===== src/rtl/fb_pkg.sv =====
// Shared constants, state encoding and address helper for the framebuffer rectangle writer.
// Column-major framebuffer: addr = x*FB_H + y.
package fb_pkg;

    localparam int unsigned FB_W     = 160;
    localparam int unsigned FB_H     = 120;
    localparam int unsigned FB_WORDS = FB_W * FB_H;
    localparam int unsigned ADDR_W   = 15;
    localparam int unsigned COLOR_W  = 24;

    typedef enum logic [2:0] {
        StIdle,
        StSetup,
        StWrite,
        StWaitFrame,
        StSwap
    } fb_state_e;

    function automatic logic [ADDR_W-1:0] fb_addr(input logic [7:0] x, input logic [6:0] y);
        return ADDR_W'(x) * ADDR_W'(FB_H) + ADDR_W'(y);
    endfunction

endpackage


===== src/rtl/fb_rect_writer_if.sv =====
// Command handshake and framebuffer write port of the rectangle writer.
// slave = drawing engine side, master = command issuer / memory side.
interface fb_rect_writer_if;
    import fb_pkg::*;

    logic               cmd_valid;
    logic               cmd_ready;
    logic               cmd_clear;
    logic [7:0]         cmd_x;
    logic [6:0]         cmd_y;
    logic [7:0]         cmd_w;
    logic [6:0]         cmd_h;
    logic [COLOR_W-1:0] cmd_color;
    logic [ADDR_W-1:0]  mem_address;
    logic [COLOR_W-1:0] mem_data;
    logic               mem_wren;

    modport master (
        output cmd_valid, cmd_clear, cmd_x, cmd_y, cmd_w, cmd_h, cmd_color,
        input  cmd_ready, mem_address, mem_data, mem_wren
    );

    modport slave (
        input  cmd_valid, cmd_clear, cmd_x, cmd_y, cmd_w, cmd_h, cmd_color,
        output cmd_ready, mem_address, mem_data, mem_wren
    );

endinterface


===== src/rtl/fb_edge_detect.sv =====
// Registered rising-edge detector for the frame_done level from the VGA driver.
module fb_edge_detect (
    input  logic clk,
    input  logic rst,
    input  logic level,
    output logic rise
);

    logic level_q;
    logic prev_q;

    always_ff @(posedge clk) begin
        if (rst) begin
            level_q <= 1'b0;
            prev_q  <= 1'b0;
        end else begin
            level_q <= level;
            prev_q  <= level_q;
        end
    end

    assign rise = level_q & ~prev_q;

endmodule


===== src/rtl/fb_rect_writer.sv =====
// Rectangle-fill / clear engine for the back framebuffer; flips buffers on the next frame.
// FB_RECT_WRITER_CLIP_EN: clip oversized rectangles instead of rejecting them.
module fb_rect_writer
    import fb_pkg::*;
(
    input  logic              clk,
    input  logic              rst,
    fb_rect_writer_if.slave   bus,
    input  logic              frame_done,
    output logic              busy,
    output logic              buf_swap,
    output logic              cmd_error
);

    localparam logic [7:0]        FbW8 = 8'(FB_W);
    localparam logic [6:0]        FbH7 = 7'(FB_H);
    localparam logic [ADDR_W-1:0] FbHA = ADDR_W'(FB_H);

    fb_state_e          state_q, state_d;
    logic               clr_q;
    logic [7:0]         x_q, w_q, wlen_q, wlen_d, cx_q, cx_d;
    logic [6:0]         y_q, h_q, hlen_q, hlen_d, cy_q, cy_d;
    logic [COLOR_W-1:0] color_q;
    logic [ADDR_W-1:0]  base_q, base_d;

    logic       accept;
    logic       frame_rise;
    logic       writing;
    logic [7:0] x0, w_r, w_eff;
    logic [6:0] y0, h_r, h_eff;
    logic       range_err;

    fb_edge_detect u_edge (
        .clk   (clk),
        .rst   (rst),
        .level (frame_done),
        .rise  (frame_rise)
    );

    assign accept  = bus.cmd_valid && bus.cmd_ready;
    assign writing = (state_q == StWrite);

    assign bus.cmd_ready   = (state_q == StIdle) && !rst;
    assign bus.mem_wren    = writing;
    assign bus.mem_address = writing ? base_q + ADDR_W'(cy_q) : '0;
    assign bus.mem_data    = writing ? color_q : '0;
    assign busy            = (state_q != StIdle);
    assign buf_swap        = (state_q == StSwap);

    // Rectangle resolution, consumed only in SETUP.
    assign x0  = clr_q ? 8'd0 : x_q;
    assign y0  = clr_q ? 7'd0 : y_q;
    assign w_r = clr_q ? FbW8 : w_q;
    assign h_r = clr_q ? FbH7 : h_q;

`ifdef FB_RECT_WRITER_CLIP_EN
    logic [7:0] x_room;
    logic [6:0] y_room;

    assign x_room    = (x0 < FbW8) ? FbW8 - x0 : 8'd0;
    assign y_room    = (y0 < FbH7) ? FbH7 - y0 : 7'd0;
    assign w_eff     = (w_r < x_room) ? w_r : x_room;
    assign h_eff     = (h_r < y_room) ? h_r : y_room;
    assign range_err = 1'b0;
`else
    logic [8:0] x_end;
    logic [7:0] y_end;

    // One extra bit so x0+w and y0+h cannot wrap.
    assign x_end     = {1'b0, x0} + {1'b0, w_r};
    assign y_end     = {1'b0, y0} + {1'b0, h_r};
    assign w_eff     = w_r;
    assign h_eff     = h_r;
    assign range_err = (x_end > {1'b0, FbW8}) || (y_end > {1'b0, FbH7});
`endif

    always_comb begin
        state_d   = state_q;
        wlen_d    = wlen_q;
        hlen_d    = hlen_q;
        cx_d      = cx_q;
        cy_d      = cy_q;
        base_d    = base_q;
        cmd_error = 1'b0;

        unique case (state_q)
            StIdle: begin
                if (accept) state_d = StSetup;
            end
            StSetup: begin
                if (w_eff == 8'd0 || h_eff == 7'd0) begin
                    state_d = StWaitFrame;
                end else if (range_err) begin
                    cmd_error = 1'b1;
                    state_d   = StIdle;
                end else begin
                    wlen_d  = w_eff;
                    hlen_d  = h_eff;
                    cx_d    = 8'd0;
                    cy_d    = 7'd0;
                    base_d  = fb_addr(x0, y0);
                    state_d = StWrite;
                end
            end
            StWrite: begin
                if (cy_q == hlen_q - 7'd1) begin
                    cy_d   = 7'd0;
                    base_d = base_q + FbHA;
                    if (cx_q == wlen_q - 8'd1) state_d = StWaitFrame;
                    else                       cx_d    = cx_q + 8'd1;
                end else begin
                    cy_d = cy_q + 7'd1;
                end
            end
            StWaitFrame: begin
                if (frame_rise) state_d = StSwap;
            end
            StSwap: begin
                state_d = StIdle;
            end
            default: state_d = StIdle;
        endcase
    end

    always_ff @(posedge clk) begin
        if (rst) begin
            state_q <= StIdle;
            clr_q   <= 1'b0;
            x_q     <= '0;
            y_q     <= '0;
            w_q     <= '0;
            h_q     <= '0;
            color_q <= '0;
            wlen_q  <= '0;
            hlen_q  <= '0;
            cx_q    <= '0;
            cy_q    <= '0;
            base_q  <= '0;
        end else begin
            state_q <= state_d;
            wlen_q  <= wlen_d;
            hlen_q  <= hlen_d;
            cx_q    <= cx_d;
            cy_q    <= cy_d;
            base_q  <= base_d;
            if (accept) begin
                clr_q   <= bus.cmd_clear;
                x_q     <= bus.cmd_x;
                y_q     <= bus.cmd_y;
                w_q     <= bus.cmd_w;
                h_q     <= bus.cmd_h;
                color_q <= bus.cmd_color;
            end
        end
    end

endmodule


===== src/flat_wrapper.sv =====
// flat-port wrapper written by rule: the top's interface ports become plain ports
module fb_rect_writer_flat import fb_pkg::*;
  (clk, rst, frame_done, busy, buf_swap, cmd_error, bus_cmd_valid, bus_cmd_clear, bus_cmd_x, bus_cmd_y, bus_cmd_w, bus_cmd_h, bus_cmd_color, bus_cmd_ready, bus_mem_address, bus_mem_data, bus_mem_wren);
  fb_rect_writer_if bus_i ();
  input  logic clk;
  input  logic rst;
  input  logic frame_done;
  output logic busy;
  output logic buf_swap;
  output logic cmd_error;
  input wire logic [$bits(bus_i.cmd_valid)-1:0] bus_cmd_valid;
  input wire logic [$bits(bus_i.cmd_clear)-1:0] bus_cmd_clear;
  input wire logic [$bits(bus_i.cmd_x)-1:0] bus_cmd_x;
  input wire logic [$bits(bus_i.cmd_y)-1:0] bus_cmd_y;
  input wire logic [$bits(bus_i.cmd_w)-1:0] bus_cmd_w;
  input wire logic [$bits(bus_i.cmd_h)-1:0] bus_cmd_h;
  input wire logic [$bits(bus_i.cmd_color)-1:0] bus_cmd_color;
  output wire logic [$bits(bus_i.cmd_ready)-1:0] bus_cmd_ready;
  output wire logic [$bits(bus_i.mem_address)-1:0] bus_mem_address;
  output wire logic [$bits(bus_i.mem_data)-1:0] bus_mem_data;
  output wire logic [$bits(bus_i.mem_wren)-1:0] bus_mem_wren;
  assign bus_i.cmd_valid = bus_cmd_valid;
  assign bus_i.cmd_clear = bus_cmd_clear;
  assign bus_i.cmd_x = bus_cmd_x;
  assign bus_i.cmd_y = bus_cmd_y;
  assign bus_i.cmd_w = bus_cmd_w;
  assign bus_i.cmd_h = bus_cmd_h;
  assign bus_i.cmd_color = bus_cmd_color;
  assign bus_cmd_ready = bus_i.cmd_ready;
  assign bus_mem_address = bus_i.mem_address;
  assign bus_mem_data = bus_i.mem_data;
  assign bus_mem_wren = bus_i.mem_wren;
  fb_rect_writer u_core (.clk(clk), .rst(rst), .bus(bus_i), .frame_done(frame_done), .busy(busy), .buf_swap(buf_swap), .cmd_error(cmd_error));
endmodule

===== config.mk =====
export PLATFORM = sky130hd
export DESIGN_NAME = fb_rect_writer_flat
export DESIGN_NICKNAME = d
export VERILOG_FILES = /design/src/rtl/fb_pkg.sv /design/src/rtl/fb_rect_writer_if.sv /design/src/rtl/fb_edge_detect.sv /design/src/rtl/fb_rect_writer.sv /design/src/flat_wrapper.sv
export SDC_FILE = /design/constraint.sdc
export NUM_CORES = 1
export LEC_CHECK = 0
export CAP_MARGIN = 20
export CORE_UTILIZATION = 44
export DETAILED_ROUTE_END_ITERATION = 6
export GPL_TIMING_DRIVEN = 0
export PLACE_DENSITY = 0.66
export SYNTH_ARGS = -nofsm -noshare
export SYNTH_HDL_FRONTEND = slang
export SYNTH_HIERARCHICAL = 1
export SYNTH_SLANG_ARGS = --single-unit

===== constraint.sdc =====
create_clock -name clk -period 4.9 [get_ports clk]
set_input_delay 0.98 -clock clk [delete_from_list [all_inputs] [get_ports clk]]
set_output_delay 0.98 -clock clk [all_outputs]
set_load 0.02 [all_outputs]

==> run_results.csv <==
group,metric,value,unit
logic_synthesis,mappedNetlistArea,0.007526,mm²
floorplanning,die_width,132.8,µm
timing,slew_headroom,42.75,%
cells_and_area,antennaDiodeCount,0,
drt,first_pass_iters,5,
logic_synthesis,seq_area_frac_synth,27.93,%
global_route,overflow,0,
drt,drt-total-wl,21.09,mm
logic_synthesis,syn_inst,1000,
cts,post_cts_buffers,0,
placed_design,placed_area,0.008822,mm²
floorplanning,row_count,47,
cts,cts_sinks,105,
cts,clk_pin_slew,0.08,ns
critical_path,endpoint_kind,"primary output",
power,total_power,0.002602,W
critical_path,critPathMaxFanout,10,
cts,clk_path_buf_depth,2,
critical_path,cp.arrival,3.72,ns
placed_design,routabilityCongestion,0.9421,
worst_hold_path,hold_path.class,"reg -> reg",
floorplanning,core-area,0.01664,mm²
critical_path,worst_setup_path_start_kind,"flip-flop",
job,maxCapViolations,0,
outcome,status,"completed",
cells_and_area,final_area,0.009149,mm²
placed_design,dpl.hpwl,16.14,mm
timing,fmax,213.0,MHz
floorplanning,io-pin-count,103,
power,leakagePower,3.877,nW
timing,grt_setup_unrepaired,"no",
power,p_per_area,284.4,mW/mm²
critical_path,critPathRequiredTime,3.92,ns
logic_synthesis,syn-num-nets,1112,
cells_and_area,final_nets,1225,
timing,worst_pin_slew,0.8468,ns
timing,skew,0.01325,ns
timing,tns,0,ns
logic_synthesis,synth_edf_count,0,
logic_synthesis,synth_ff_type,"dfxtp_1",
drt,via_per_inst,5.509,
drt,wire_per_inst,15.76,µm
power,irDropWorstVdd,0.1850,mV
global_route,antenna_found_initial,0,
floorplanning,start_util,45.22,%
timing,report.final.slew_viol_count,0,
timing,hold_slack,0.4505,ns
drt,antenna_left,0,
critical_path,criticalPathCategory,"reg -> out",
global_route,grt_pass1_wl,34.95,mm
timing,finalCritPeriodShare,95.83,%
cts,cts_tree,"yes",
drt,drt_iter0_markers,469,
logic_synthesis,postSynth.asyncResetShare,0,%
timing,fin_crit,4.696,ns
drt,vias,7371,
floorplanning,die_h,132.8,µm
floorplanning,dieArea,0.01763,mm²
logic_synthesis,ys_types,77,
logic_synthesis,postSynthAreaPerCell,7.526,µm²
cts,cts-buffers-inserted,9,
cts,cts.htree.levels,3,
logic_synthesis,yosys_warnings,6,
cts,holdBufCountCts,0,
timing,setup_viol,0,
cts,clkLatencyLatePin,0.37,ns
placed_design,port_buffers,102,
logic_synthesis,ys_ff_latch,105,
cells_and_area,syn2layout_area_growth,21.56,%
global_route,grt_max_degree,20,
cts,root_buffer,"clkbuf_16",
global_route,grt_pass1_vias,6906,
cts,cts_resized,10,
global_route,grt_use_total,24.67,%
drt,drcViolationCount,0,
cells_and_area,drive_gt1_share,6.172,%
timing,hold_violations,0,
==> worst paths after layout <==
kind / from / to / slack [ns] / cells past startpoint
setup / recovery: u_core/clr_q / cmd_error / 0.20 / 14
hold / removal: u_core/color_q[14] / u_core/color_q[14] / 0.45 / 2
setup reg to reg: u_core/clr_q / u_core/base_q[13] / 0.27 / 17
hold reg to reg: u_core/color_q[14] / u_core/color_q[14] / 0.45 / 2
==> final cells by class <==
cell class	instances	area, µm²
well taps	220	275.3
flip-flops and latches	105	2103
clock buffers	9	225.2
clock inverters	7	61.31
multi-input cells	794	5026
repair buffers	102	1020
plain buffers	62	291.5
fillers	1618	7493
inverters	39	146.4
==> per-stage QoR <==
stage,instances,setup slack [ns],utilization [%]
floorplan,1000,0.4163,-
global placement,1322,-0.5112,53.01
detailed placement,1322,-0.5625,53.01
CTS,1338,0.02280,54.85
global route,1338,0.02539,54.97
finish,1338,0.2043,54.97
==> critical path, cell delays in order (launching register included) <==
cell           delay (ns)
dfxtp_2              0.34
buf_4                0.17
buf_4                0.18
clkbuf_4             0.19
clkbuf_4             0.20
nor2_1               0.13
ha_1                 0.17
a21oi_1              0.07
or4_4                0.54
a21o_1               0.22
a211oi_4             0.30
o211a_1              0.24
nor2_1               0.09
nor2_1               0.12
dlygate4sd2_1        0.37
==> per-layer routing <==
metal | GRT usage [%] | up-vias | wire, µm
met3 | 3.946 | 27 | 984
li1 | - | 3747 | -
met5 | 0 | - | 0
met1 | 34.00 | 3411 | 10180
met2 | 39.38 | 186 | 9511
met4 | 7.535 | 0 | 409
==> synth_stat cells (4+ instances only) <==
master,n,area (µm²)
or2_2,9,56.30
or3_1,12,75.07
nor2b_1,23,143.9
a311oi_1,9,78.83
nand3_1,86,430.4
nand2_1,185,694.4
nand2b_1,14,87.58
o21a_1,6,45.04
buf_2,6,30.03
a21oi_1,56,280.3
a211o_1,6,52.55
o21bai_1,5,37.54
nor3_1,23,115.1
dfxtp_1,105,2102
and3_1,36,225.2
a31oi_1,10,62.56
xnor2_1,34,297.8
and2_1,10,62.56
a31o_2,4,35.03
buf_4,5,37.54
nor4b_1,5,43.79
o21ai_0,31,155.2
fa_1,10,200.2
ha_1,43,538.0
a21o_1,11,82.58
clkbuf_1,40,150.1
a211oi_1,7,52.55
nor2_1,52,195.2
o211ai_1,8,60.06
xor2_1,18,157.7
buf_1,7,26.28
nand4_1,7,43.79
nor4_1,4,25.02
nand3b_1,5,37.54
inv_1,38,142.6
==> report_power, final <==
group | internal (W) | switching (W)
Sequential | 0.000915 | 0.0000459
Combinational | 0.000383 | 0.000536
Clock | 0.000355 | 0.000367
==> cells by family (layout without fill, tap and decap cells) <==
group / after synthesis / after routing / share of synthesized area (%)
and+or+nand+nor: 492 / 492 / 32.42
AOI/OAI and AO/OA: 193 / 193 / 17.47
DFF: 105 / 105 / 27.93
buffers and inverters: 101 / 219 / 5.619
adders and majority gates: 53 / 53 / 9.809
xor gates and xnor gates: 53 / 53 / 6.351
muxes: 3 / 3 / 0.3990
==> placed cells by master, fill, tap and decap left out, types with 30 or more instances in the layout <==
cell,Yosys,final
nand2_1,185,185
dfxtp_1,105,104
clkdlybuf4s50_1,0,101
nand3_1,86,86
a21oi_1,56,56
nor2_1,52,51
ha_1,43,43
inv_1,38,37
clkbuf_1,40,36
and3_1,36,36
xnor2_1,34,34
o21ai_0,31,30
==> flip-flops by register name (all words and copies together), names as in the netlist <==
register,count
u_core/x_q,8
u_core/cx_q,8
u_core/wlen_q,8
u_core/color_q,24
u_core/clr_q,1
u_core/w_q,8
u_core/hlen_q,7
u_core/u_edge/prev_q,1
u_core/u_edge/level_q,1
u_core/state_q,3
u_core/y_q,7
u_core/base_q,15
u_core/h_q,7
u_core/cy_q,7
Note: power is estimated with default switching activity, not from simulation.
